--- src/rtl/md5_pkg.sv ---
// Shared MD5 definitions: padder FSM states, padding constants, and the
// round-constant and shift tables used by the compute core.
package md5_pkg;

  typedef enum logic [2:0] {ST_MSG, ST_PAD, ST_ZERO, ST_LEN0, ST_LEN1} pad_state_e;

  localparam logic [7:0] PAD_BYTE  = 8'h80;
  localparam logic [5:0] LEN_POS   = 6'd56;
  localparam int         BLK_WORDS = 16;

  // K[i] = floor(|sin(i+1)| * 2^32)
  localparam logic [31:0] K_TAB [64] = '{
    32'hd76aa478, 32'he8c7b756, 32'h242070db, 32'hc1bdceee,
    32'hf57c0faf, 32'h4787c62a, 32'ha8304613, 32'hfd469501,
    32'h698098d8, 32'h8b44f7af, 32'hffff5bb1, 32'h895cd7be,
    32'h6b901122, 32'hfd987193, 32'ha679438e, 32'h49b40821,
    32'hf61e2562, 32'hc040b340, 32'h265e5a51, 32'he9b6c7aa,
    32'hd62f105d, 32'h02441453, 32'hd8a1e681, 32'he7d3fbc8,
    32'h21e1cde6, 32'hc33707d6, 32'hf4d50d87, 32'h455a14ed,
    32'ha9e3e905, 32'hfcefa3f8, 32'h676f02d9, 32'h8d2a4c8a,
    32'hfffa3942, 32'h8771f681, 32'h6d9d6122, 32'hfde5380c,
    32'ha4beea44, 32'h4bdecfa9, 32'hf6bb4b60, 32'hbebfbc70,
    32'h289b7ec6, 32'heaa127fa, 32'hd4ef3085, 32'h04881d05,
    32'hd9d4d039, 32'he6db99e5, 32'h1fa27cf8, 32'hc4ac5665,
    32'hf4292244, 32'h432aff97, 32'hab9423a7, 32'hfc93a039,
    32'h655b59c3, 32'h8f0ccc92, 32'hffeff47d, 32'h85845dd1,
    32'h6fa87e4f, 32'hfe2ce6e0, 32'ha3014314, 32'h4e0811a1,
    32'hf7537e82, 32'hbd3af235, 32'h2ad7d2bb, 32'heb86d391
  };

  // Shift amounts repeat every 4 steps within a round.
  localparam logic [4:0] S_TAB [4][4] = '{
    '{5'd7, 5'd12, 5'd17, 5'd22},
    '{5'd5, 5'd9,  5'd14, 5'd20},
    '{5'd4, 5'd11, 5'd16, 5'd23},
    '{5'd6, 5'd10, 5'd15, 5'd21}
  };

  function automatic logic [4:0] s_of(input logic [5:0] step);
    return S_TAB[step[5:4]][step[1:0]];
  endfunction

endpackage

--- src/rtl/md5_msg_padder_if.sv ---
// Byte-stream input and message-word output bundle of the MD5 padder.
interface md5_msg_padder_if;
  logic [7:0]  s_data_i;
  logic        s_valid_i;
  logic        s_last_i;
  logic        s_empty_i;
  logic        s_ready_o;
  logic [31:0] m_word_o;
  logic [3:0]  m_idx_o;
  logic        m_valid_o;
  logic        m_ready_i;
  logic        m_blk_end_o;
  logic        m_msg_end_o;

  modport slave (
    input  s_data_i, s_valid_i, s_last_i, s_empty_i, m_ready_i,
    output s_ready_o, m_word_o, m_idx_o, m_valid_o, m_blk_end_o, m_msg_end_o
  );

  modport master (
    output s_data_i, s_valid_i, s_last_i, s_empty_i, m_ready_i,
    input  s_ready_o, m_word_o, m_idx_o, m_valid_o, m_blk_end_o, m_msg_end_o
  );
endinterface

--- src/rtl/md5_byte_packer.sv ---
// Little-endian lane accumulator feeding a single output word register with
// valid/ready handshake; can_complete tells the FSM a word may be loaded.
module md5_byte_packer (
  input  logic        clk_i,
  input  logic        rst_i,
  input  logic        byte_we,
  input  logic [7:0]  byte_val,
  input  logic [5:0]  pos,
  input  logic        word_we,
  input  logic [31:0] word_val,
  input  logic [3:0]  word_idx,
  input  logic        msg_end,
  input  logic        m_ready,
  output logic        can_complete,
  output logic [31:0] m_word,
  output logic [3:0]  m_idx,
  output logic        m_valid,
  output logic        m_blk_end,
  output logic        m_msg_end
);
  logic [23:0] acc;
  logic        ld;
  logic [31:0] ld_word;
  logic [3:0]  ld_idx;

  assign can_complete = !m_valid || m_ready;
  assign ld      = word_we || (byte_we && pos[1:0] == 2'd3);
  assign ld_word = word_we ? word_val : {byte_val, acc};
  assign ld_idx  = word_we ? word_idx : pos[5:2];

  always_ff @(posedge clk_i) begin
    if (rst_i) begin
      acc       <= '0;
      m_word    <= '0;
      m_idx     <= '0;
      m_valid   <= 1'b0;
      m_blk_end <= 1'b0;
      m_msg_end <= 1'b0;
    end else begin
      if (byte_we) begin
        case (pos[1:0])
          2'd0:    acc[7:0]   <= byte_val;
          2'd1:    acc[15:8]  <= byte_val;
          2'd2:    acc[23:16] <= byte_val;
          default: ;
        endcase
      end
      // Load wins over drain so a word can enter the cycle the previous one leaves.
      if (ld) begin
        m_valid   <= 1'b1;
        m_word    <= ld_word;
        m_idx     <= ld_idx;
        m_blk_end <= (ld_idx == 4'd15);
        m_msg_end <= word_we && msg_end;
      end else if (m_ready) begin
        m_valid   <= 1'b0;
      end
    end
  end
endmodule

--- src/rtl/md5_msg_padder.sv ---
// RFC 1321 message padder: bytes in, 16-word padded blocks out, one word per cycle.
module md5_msg_padder
  import md5_pkg::*;
#(
  parameter int LEN_W = 61
) (
  input  logic               clk_i,
  input  logic               rst_i,
  md5_msg_padder_if.slave    bus
);
  pad_state_e        state, state_n;
  logic [5:0]        pos, pos_n;
  logic [LEN_W-1:0]  byte_cnt, byte_cnt_n;
  logic [63:0]       bit_len;

  logic        byte_we, word_we, msg_end, can_complete, step_ok, s_ready;
  logic [7:0]  byte_val;
  logic [31:0] word_val;
  logic [3:0]  word_idx;

  assign bit_len       = 64'(byte_cnt) << 3;
  assign step_ok       = (pos[1:0] != 2'd3) || can_complete;
  assign bus.s_ready_o = s_ready;

  always_ff @(posedge clk_i) begin
    if (rst_i) begin
      state    <= ST_MSG;
      pos      <= '0;
      byte_cnt <= '0;
    end else begin
      state    <= state_n;
      pos      <= pos_n;
      byte_cnt <= byte_cnt_n;
    end
  end

  always_comb begin
    state_n    = state;
    pos_n      = pos;
    byte_cnt_n = byte_cnt;
    byte_we    = 1'b0;
    byte_val   = '0;
    word_we    = 1'b0;
    word_val   = '0;
    word_idx   = '0;
    msg_end    = 1'b0;
    s_ready    = 1'b0;
    case (state)
      ST_MSG: begin
        s_ready = step_ok && !rst_i;
        if (bus.s_valid_i && s_ready) begin
          if (!(bus.s_last_i && bus.s_empty_i)) begin
            byte_we    = 1'b1;
            byte_val   = bus.s_data_i;
            pos_n      = pos + 6'd1;
            byte_cnt_n = byte_cnt + LEN_W'(1);
          end
          if (bus.s_last_i) state_n = ST_PAD;
        end
      end
      ST_PAD, ST_ZERO: begin
        if (step_ok) begin
          byte_we  = 1'b1;
          byte_val = (state == ST_PAD) ? PAD_BYTE : 8'h00;
          pos_n    = pos + 6'd1;
          state_n  = (pos + 6'd1 == LEN_POS) ? ST_LEN0 : ST_ZERO;
        end
      end
      ST_LEN0: begin
        if (can_complete) begin
          word_we  = 1'b1;
          word_val = bit_len[31:0];
          word_idx = 4'd14;
          state_n  = ST_LEN1;
        end
      end
      ST_LEN1: begin
        if (can_complete) begin
          word_we    = 1'b1;
          word_val   = bit_len[63:32];
          word_idx   = 4'd15;
          msg_end    = 1'b1;
          state_n    = ST_MSG;
          pos_n      = '0;
          byte_cnt_n = '0;
        end
      end
      default: state_n = ST_MSG;
    endcase
  end

  md5_byte_packer u_packer (
    .clk_i        (clk_i),
    .rst_i        (rst_i),
    .byte_we      (byte_we),
    .byte_val     (byte_val),
    .pos          (pos),
    .word_we      (word_we),
    .word_val     (word_val),
    .word_idx     (word_idx),
    .msg_end      (msg_end),
    .m_ready      (bus.m_ready_i),
    .can_complete (can_complete),
    .m_word       (bus.m_word_o),
    .m_idx        (bus.m_idx_o),
    .m_valid      (bus.m_valid_o),
    .m_blk_end    (bus.m_blk_end_o),
    .m_msg_end    (bus.m_msg_end_o)
  );
endmodule
--- src/flat_wrapper.sv ---
// flat-port wrapper written by rule: the top's interface ports become plain ports
module md5_msg_padder_flat import md5_pkg::*;
#(
  parameter int LEN_W = 61
)
  (clk_i, rst_i, bus_s_data_i, bus_s_valid_i, bus_s_last_i, bus_s_empty_i, bus_m_ready_i, bus_s_ready_o, bus_m_word_o, bus_m_idx_o, bus_m_valid_o, bus_m_blk_end_o, bus_m_msg_end_o);
  md5_msg_padder_if bus_i ();
  input  logic clk_i;
  input  logic rst_i;
  input wire logic [$bits(bus_i.s_data_i)-1:0] bus_s_data_i;
  input wire logic [$bits(bus_i.s_valid_i)-1:0] bus_s_valid_i;
  input wire logic [$bits(bus_i.s_last_i)-1:0] bus_s_last_i;
  input wire logic [$bits(bus_i.s_empty_i)-1:0] bus_s_empty_i;
  input wire logic [$bits(bus_i.m_ready_i)-1:0] bus_m_ready_i;
  output wire logic [$bits(bus_i.s_ready_o)-1:0] bus_s_ready_o;
  output wire logic [$bits(bus_i.m_word_o)-1:0] bus_m_word_o;
  output wire logic [$bits(bus_i.m_idx_o)-1:0] bus_m_idx_o;
  output wire logic [$bits(bus_i.m_valid_o)-1:0] bus_m_valid_o;
  output wire logic [$bits(bus_i.m_blk_end_o)-1:0] bus_m_blk_end_o;
  output wire logic [$bits(bus_i.m_msg_end_o)-1:0] bus_m_msg_end_o;
  assign bus_i.s_data_i = bus_s_data_i;
  assign bus_i.s_valid_i = bus_s_valid_i;
  assign bus_i.s_last_i = bus_s_last_i;
  assign bus_i.s_empty_i = bus_s_empty_i;
  assign bus_i.m_ready_i = bus_m_ready_i;
  assign bus_s_ready_o = bus_i.s_ready_o;
  assign bus_m_word_o = bus_i.m_word_o;
  assign bus_m_idx_o = bus_i.m_idx_o;
  assign bus_m_valid_o = bus_i.m_valid_o;
  assign bus_m_blk_end_o = bus_i.m_blk_end_o;
  assign bus_m_msg_end_o = bus_i.m_msg_end_o;
  md5_msg_padder #(.LEN_W(LEN_W)) u_core (.clk_i(clk_i), .rst_i(rst_i), .bus(bus_i));
endmodule
--- config.mk ---
export PLATFORM = sky130hd
export DESIGN_NAME = md5_msg_padder_flat
export DESIGN_NICKNAME = d
export VERILOG_FILES = /design/src/rtl/md5_pkg.sv /design/src/rtl/md5_msg_padder_if.sv /design/src/rtl/md5_byte_packer.sv /design/src/rtl/md5_msg_padder.sv /design/src/flat_wrapper.sv
export SDC_FILE = /design/constraint.sdc
export NUM_CORES = 1
export LEC_CHECK = 0
export CAP_MARGIN = 20
export CORE_ASPECT_RATIO = 1.75
export CORE_UTILIZATION = 60
export CTS_CLUSTER_SIZE = 28
export DETAILED_ROUTE_END_ITERATION = 6
export PLACE_DENSITY = 0.79
export SYNTH_ARGS = -nofsm -noshare
export SYNTH_HDL_FRONTEND = slang
export SYNTH_SLANG_ARGS = --single-unit
--- constraint.sdc ---
create_clock -name clk_i -period 4.1 [get_ports clk_i]
set_input_delay 0.82 -clock clk_i [delete_from_list [all_inputs] [get_ports clk_i]]
set_output_delay 0.82 -clock clk_i [all_outputs]
set_load 0.05 [all_outputs]
Yosys cells after proc, flatten, opt, wreduce, memory -nomap -nowiden
Index checks and enable logic that the tools add are counted.
{ "classes": {"reduce_logical": 23, "addsub": 2, "muxes": 39, "n_eq_ne": 16} }
{ "ops": {"columns": ["op", "count"], "rows": [
  ["$mux W61", 3],
  ["$pmux W61 S2", 1],
  ["$mux W32", 3],
  ["$pmux W32 S2", 1],
  ["$add A61 B1 Y61 const B", 1],
  ["$mux W8", 4],
  ["$mux W6", 4],
  ["$pmux W6 S3", 1],
  ["$pmux W8 S2", 1],
  ["$mux W3", 5],
  ["$mux W4", 3],
  ["$pmux W3 S4", 1],
  ["$mux W1", 10],
  ["$reduce_and A5 Y1", 2],
  ["$ne A2 B1 Y1 const B", 4],
  ["$pmux W4 S2", 1],
  ["$add A6 B1 Y6 const B", 1],
  ["$eq A3 B2 Y1 const B", 2],
  ["$eq A6 B6 Y1 const B", 1],
  ["$ne A2 B2 Y1 const B", 3],
  ["$reduce_and A2 Y1", 3],
  ["$logic_and A1 B1 Y1", 5],
  ["$eq A2 B2 Y1 const B", 2],
  ["$eq A4 B4 Y1 const B", 1],
  ["12 further kinds", 17]
]} }
{ "totals": {"out_inout_bits": 40, "regBits": 133} }

Logic depth before layout (Yosys ltp)
Gate-level depths: netlist of run 1.
{ "logic_depth": {"depth_word": 10, "mapped_depth": 9, "mapped_depth_nobuf": 6} }

Modules after synthesis
From an unflattened synthesis of run 1, not the netlist that was laid out.
{ "hier_totals": {"cells_unflattened": 746, "hier_area_um2": 6712.7} }
{ "modules_own_cells": {"columns": ["mod", "cells_each", "seq_area_each_um2", "area_per_inst_um2", "instances"], "rows": [
  ["md5_msg_padder", 489, 1401.3, 3903.7, 1],
  ["md5_byte_packer", 257, 1261.2, 2808.9, 1]
]} }

Worst setup path before layout of run 1
Ideal clock, no wire load.
{ "synth_path": {"path_type": "input -> output", "start": "in rst_i", "end": "out bus_s_ready_o", "path_buffers": 3, "t_required_ps": 3280, "path_slack_ps": 352, "stages": 4, "t_arrival_ps": 2928, "path_cell_list": "buf_2 > clkbuf_1 > clkbuf_1 > nor4_1"} }
{ "synth_between": {"elab_chain_len": 3} }
{ "synth_rtl": {"columns": ["item", "line_no", "rtl"], "rows": [
  ["start: declaration", "flat_wrapper.sv:9", "input logic rst_i;"],
  ["$logic_not A1 Y1", "md5_msg_padder.sv:50", "s_ready = step_ok && !rst_i;"],
  ["$logic_and A1 B1 Y1", "md5_msg_padder.sv:50", null],
  ["$mux W1", "md5_msg_padder.sv:48", "case (state)"],
  ["end: declaration", "flat_wrapper.sv:15", "output wire logic [$bits(bus_i.s_ready_o)-1:0] bus_s_ready_o;"]
]} }
No other way between the ends.

Worst setup path after layout of run 1
{ "layout_path": {"start": "in bus_m_ready_i", "end": "out bus_s_ready_o"} }
{ "layout_between": {"elab_chain_len": 4} }
{ "layout_rtl": {"columns": ["item", "line_no", "rtl"], "rows": [
  ["start: declaration", "flat_wrapper.sv:14", "input wire logic [$bits(bus_i.m_ready_i)-1:0] bus_m_ready_i;"],
  ["$logic_or A1 B1 Y1", "md5_byte_packer.sv:26", "assign can_complete = !m_valid || m_ready;"],
  ["$logic_or A1 B1 Y1", "md5_msg_padder.sv:22", "assign step_ok = (pos[1:0] != 2'd3) || can_complete;"],
  ["$logic_and A1 B1 Y1", "md5_msg_padder.sv:50", null],
  ["$mux W1", "md5_msg_padder.sv:48", null]
]} }
No other way between the ends.

==> impl_metrics.tcl, run 1 <==
set metrics [dict create \
    start_kind "input pin" \
    cp.required_ns 3.28 \
    fin_skew_ns 0.007377 \
    crit_slowest_cell "clkdlybuf4s50_1" \
    cts_buffers 17 \
    rr_worst_depth 7 \
    fin_nets 780 \
    grt_pass1_vias 5621 \
    fin_crit_ns 3.570 \
    fmax_mhz 280.1 \
    slew_headroom_pct 44.18 \
    critical_path_class "input pin to primary output" \
    cp_cell_sequence "clkdlybuf4s50_1 -> nor2b_1 -> and2_1 -> nor4_1 -> clkdlybuf4s50_1" \
    setup-tns-final_ns 0 \
    root_buffer "clkbuf_16" \
    rows 48 \
    min_path_cells 1 \
    worstSetupEndpointType "primary output" \
    grt_overflow 0 \
    core_area_mm2 0.009970 \
    yosys_register_bits 133 \
    place_hpwl_um 12270 \
    cts_tree "done" \
    peakVddDrop_v 0.0003470 \
    initial_utilization_pct 62.34 \
    synth_fp_nets 746 \
    port_buffers 53 \
    fillers 757 \
    power_frac_clock_pct 40.4 \
    syn_avg_cell_area_um2 8.560 \
    antenna_found_initial 0 \
    drive_gt1_share_pct 7.633 \
    p_per_area_mw_per_mm2 478.7 \
    routed_via_density 6.695 \
    leakage_uw 0.002308 \
    gp_congestion 0.9819 \
    die_w_um 78.94 \
    cts_setup_buffers 0 \
    startpoint "bus_m_ready_i" \
    grt_max_degree 63 \
    postRouteAntennaNets 0 \
    yosysSeqAreaShare_pct 42.84 \
    r2r-start "u_core.pos[1]" \
    synth_edf_count 0 \
    io_pins 54 \
    rsz0062_at_grt "no" \
    route.detailed.drc 0 \
    setup_viol 0 \
    layout_common_cells "dfxtp_1 (133), nor2_1 (77), nand2_1 (53), clkdlybuf4s50_1 (52), a21oi_1 (51)" \
    first_pass_iters 6 \
    syn_area_mm2 0.006215 \
    p_sw_uw 1105 \
    die-area_mm2 0.01079 \
    n_antenna_cell 0 \
    die_h_um 136.6 \
    fin_crit_sh_pct 87.08 \
    via_count 6012 \
    seqPwrFrac_pct 40.3 \
    area_delta_synth_final_pct 18.76 \
    drv_slew 0 \
    cts-resized-gates 0 \
    cp_max_fo 7 \
    postCtsHoldBufs 0 \
    final_common_cell "dfxtp_1" \
    clk_latency_ns 0.42 \
    drt_iter0_markers 536 \
    ys.flop_type "dfxtp_1" \
    report.power.total_uw 3533 \
    status "finished, final reports clean" \
    cts_buffer_depth 2 \
    clock_sinks 133 \
    grt_usage_pct 33.94 \
    cts_htree_levels 4 \
    min_from "u_core.u_packer.acc[18]" \
    routed_wirelength_um 17380 \
    max_cap_violations 0 \
    tightest_slew_ns 0.8309 \
    crit_top_cell "clkdlybuf4s50_1" \
    yosysUniqueCellTypes 50 \
    cts.clk_slew.worst_paths_ns 0.06 \
    p_sw_share_pct 31.28 \
    async_reset_ff_share_pct 0 \
    grt_pass1_wl_um 28080 \
    internal-power_uw 2428 \
    pwr-share-comb_pct 19.3 \
    slowest_delay_ns 0.85 \
    synth_cells 726 \
    arrival_ns 2.75 \
    wire_per_inst_um 19.35 \
    hp-class "flop to flop" \
    hold_viol 0 \
    ys_warn_count 0 \
]
cell usage after synthesis, drive strengths merged (2+ instances only):
cell type,n,area share [%]
a22oi,22,2.7
a22o,23,3.2
o21ai,19,1.5
nor3,16,1.3
nor3b,4,0.66
mux2i,7,1.1
a32o,2,0.32
nor4,15,1.5
or2,5,0.50
clkbuf,47,2.8
nor2,77,4.7
ha,6,1.2
a21oi,51,4.1
xnor2,21,3.0
nor4b,5,0.70
and4,5,0.70
or4,24,2.9
nand4,13,1.4
and3,10,1.0
nand3,30,2.4
and2,6,0.60
dfxtp,133,43
a21o,6,0.72
nor2b,3,0.30
inv,10,0.60
a211oi,13,1.6
a311oi,21,3.0
or3,21,2.1
a222oi,7,1.1
a221oi,6,0.95
nand2,53,3.2
nand2b,4,0.40
buf,8,0.68
o31ai,22,2.7
xor2,2,0.28
registers in the layout (all words and copies together), names as in the netlist:
name and cells:
u_core.u_packer.m_word 32, u_core.state 3, u_core.pos 6, u_core.byte_cnt 61, u_core.u_packer.m_msg_end 1, u_core.u_packer.m_idx 4
u_core.u_packer.acc 24, u_core.u_packer.m_blk_end 1, u_core.u_packer.m_valid 1
metrics by stage:
step | hold WS, ns | utilization (%) | cell area, um2 | instances | worst slack [ns]
floorplan | 0.4492 | - | 6215 | 726 | 0.3522
global placement | 0.4609 | 68.45 | 6824 | 866 | 0.5492
detailed placement | 0.4667 | 68.45 | 6824 | 866 | 0.5527
CTS | 0.4810 | 74.03 | 7381 | 898 | 0.5442
global route | 0.4926 | 74.03 | 7381 | 898 | 0.4308
finish | 0.4810 | 74.03 | 7381 | 898 | 0.5296
path summary, 6_finish.rpt:
check	to	slack, ns
max reg2reg	u_core.byte_cnt[59]	1.22
max	bus_s_ready_o	0.53
min	u_core.u_packer.acc[18]	0.48
min reg2reg	u_core.u_packer.acc[18]	0.48
final cells by class:
cell class	instances	area [um2]	share of cell area, %
Sequential cell	133	2663	36.07
Multi-Input combinational cell	528	3302	44.74
Timing Repair Buffer	70	665.6	9.018
Inverter	10	37.54	0.5086
Clock inverter	13	123.9	1.678
Tap cell	125	156.4	2.119
Clock buffer	19	432.9	5.865
routing by layer:
layer  part of all wire, %  global-route usage [%]  vias to the layer above
met3                   6.9                   6.733                       54
met5                     0                       0                        -
li1                      -                       -                     2812
met4                   4.5                   18.38                        0
met2                    51                   57.92                      259
met1                    38                   39.55                     2887
logic make-up (layout without fill, tap and decap cells):
group / count (synthesis) / in the layout / share of synthesized area [%]
adders and majority gates: 6 / 6 / 1.208
buffers and inverters: 65 / 112 / 4.127
muxes: 7 / 7 / 1.127
and+or+nand+nor: 294 / 294 / 24.80
AOI/OAI and AO/OA: 198 / 198 / 22.65
DFF: 133 / 133 / 42.84
xor gates and xnor gates: 23 / 23 / 3.242
critical path: cells and delay by family:
| kind | cells | cell delay (ns) |
|---|---|---|
| buf+inv | 2 | 1.34 |
| simple gates | 3 | 0.59 |
power groups by stage:
stage / combinational (uW) / sequential, uW / clock (uW)
floorplan: 343 / 1540 / 0
global placement: 654 / 1450 / 0
detailed placement: 662 / 1450 / 0
CTS: 670 / 1420 / 1440
global route: 725 / 1430 / 1500
finish: 680 / 1430 / 1430
Note: power is estimated with default switching activity, not from simulation.
==> run 2: changes to the inputs <==
--- a/config.mk
+++ b/config.mk
@@ -6,11 +6,11 @@
 export NUM_CORES = 1
 export LEC_CHECK = 0
 export CAP_MARGIN = 20
-export CORE_ASPECT_RATIO = 1.75
-export CORE_UTILIZATION = 60
+export CORE_ASPECT_RATIO = 1.25
+export CORE_UTILIZATION = 52
 export CTS_CLUSTER_SIZE = 28
 export DETAILED_ROUTE_END_ITERATION = 6
-export PLACE_DENSITY = 0.79
+export PLACE_DENSITY = 0.73
 export SYNTH_ARGS = -nofsm -noshare
 export SYNTH_HDL_FRONTEND = slang
 export SYNTH_SLANG_ARGS = --single-unit
==> constraint.sdc (replaced) <==
create_clock -name clk_i -period 3.12 [get_ports clk_i]
set_input_delay 0.624 -clock clk_i [delete_from_list [all_inputs] [get_ports clk_i]]
set_output_delay 0.624 -clock clk_i [all_outputs]
set_load 0.05 [all_outputs]
==> impl_metrics.tcl, run 2 (synthesis results as in run 1) <==
set metrics [dict create \
    cp.required_ns 2.50 \
    grt_max_degree 63 \
    top_regs "u_core.byte_cnt: 61 flops, u_core.u_packer.m_word: 32 flops, u_core.u_packer.acc: 24 flops" \
    place_hpwl_um 12540 \
    hp-class "flop to flop" \
    rr_worst_depth 6 \
    n_antenna_cell 0 \
    start_kind "flop" \
    largest_reg_flops 61 \
    drive_gt1_share_pct 9.068 \
    max_cap_violations 0 \
    fin_skew_ns 0.007646 \
    fin_crit_ns 2.640 \
    cp_max_fo 14 \
    first_pass_iters 7 \
    clk_latency_ns 0.41 \
    cts_buffer_depth 2 \
    p_per_area_mw_per_mm2 640.8 \
    die-area_mm2 0.01240 \
    grt_pass1_vias 5522 \
    startpoint "u_core.pos[1]" \
    die_h_um 124.2 \
    routed_via_density 6.356 \
    grt_overflow 0 \
    min_from "u_core.u_packer.acc[13]" \
    cts_tree "done" \
    routed_wirelength_um 17920 \
    min_path_cells 1 \
    route.detailed.drc 1 \
    violations "DRC" \
    status "complete, but fails checks" \
    io_pins 54 \
    drv_slew 0 \
    top_register "u_core.byte_cnt" \
    leakage_uw 0.002399 \
    cts.clk_slew.worst_paths_ns 0.06 \
    postCtsHoldBufs 0 \
    core_area_mm2 0.01162 \
    grt_pass1_wl_um 28720 \
    gp_congestion 0.8624 \
    initial_utilization_pct 53.50 \
    report.power.total_uw 4861 \
    slew_headroom_pct 51.19 \
    layout_common_cells "dfxtp_1 (133), nor2_1 (77), nand2_1 (53), a21oi_1 (51), clkdlybuf4s50_1 (51)" \
    grt_usage_pct 29.87 \
    cts_setup_buffers 0 \
    worstSetupEndpointType "primary output" \
    r2r-start "u_core.byte_cnt[10]" \
    hold_viol 0 \
    critical_path_class "flop to primary output" \
    fin_nets 790 \
    cts_htree_levels 4 \
    via_count 6000 \
    clock_sinks 133 \
    rsz0062_at_grt "no" \
    peakVddDrop_v 0.0003784 \
    die_w_um 99.78 \
    area_delta_synth_final_pct 22.07 \
    arrival_ns 2.02 \
    fin_crit_sh_pct 84.61 \
    setup-tns-final_ns 0 \
    antenna_found_initial 0 \
    fmax_mhz 378.8 \
    rows 44 \
    cts_buffers 17 \
    postRouteAntennaNets 0 \
    cts-resized-gates 0 \
    setup_viol 0 \
    drt_iter0_markers 491 \
    root_buffer "clkbuf_16" \
    port_buffers 53 \
    wire_per_inst_um 18.99 \
    final_common_cell "dfxtp_1" \
    tightest_slew_ns 0.7321 \
]
-- run 2: changes by cell type in the layout (fill, tap and decap cells not counted), sizes merged --
cell | previous run | this run
clkbuf | 19 | 20
inv | 14 | 10
buf | 18 | 29
bufinv | 1 | 4
clkdlybuf4s50 | 52 | 51
-- run 2: metrics by stage --
step	setup WS, ns	instance area, um2	hold slack, ns	utilization (%)	cells
2_1_floorplan	0.3366	6221	0.4492	-	726
3_3_place_gp	0.2217	6960	0.4620	59.92	912
3_5_place_dp	0.1584	6960	0.4635	59.92	912
4_1_cts	0.4745	7586	0.4833	65.31	944
5_1_grt	0.3769	7586	0.4993	65.31	944
6_report	0.4803	7586	0.4848	65.31	944
-- run 2: critical path, cell delays in order (launching register included) --
cell	delay, ns
dfxtp_1	0.38
ha_1	0.25
buf_4	0.19
and2_1	0.24
nor4_2	0.35
buf_12	0.18
-- run 2: path summary, 6_finish.rpt --
kind	to	slack (ns)
worst max-delay path	bus_s_ready_o	0.48
worst min-delay path	u_core.u_packer.acc[13]	0.48
worst max register to register	u_core.byte_cnt[49]	0.52
worst min register to register	u_core.u_packer.acc[13]	0.48
-- run 2: routing by layer --
metal	vias to the layer above	wire length [um]	global-route usage (%)	part of all wire, %
li1	2835	-	-	-
met1	2849	7396	38.07	41
met2	258	8690	47.87	48
met3	58	1161	5.687	6.5
met4	0	675	14.79	3.8
met5	-	0	0	0
-- run 2: final cells by class --
type	count	area (um2)
clock inverters	12	178.9
multi-input cells	528	3308
flip-flops and latches	133	2663
well taps	161	201.4
fillers	962	4030
repair buffers	80	750.7
clock buffers	20	446.7
inverters	10	37.54
-- run 2: report_power, final --
group / internal [uW] / switching (uW) / leakage [uW] / total (uW)
logic: 304 / 583 / 0.00104 / 887
registers: 1790 / 82.6 / 0.00107 / 1870
clock network: 1360 / 749 / 0.000284 / 2110
total: 3450 / 1410 / 0.00240 / 4860
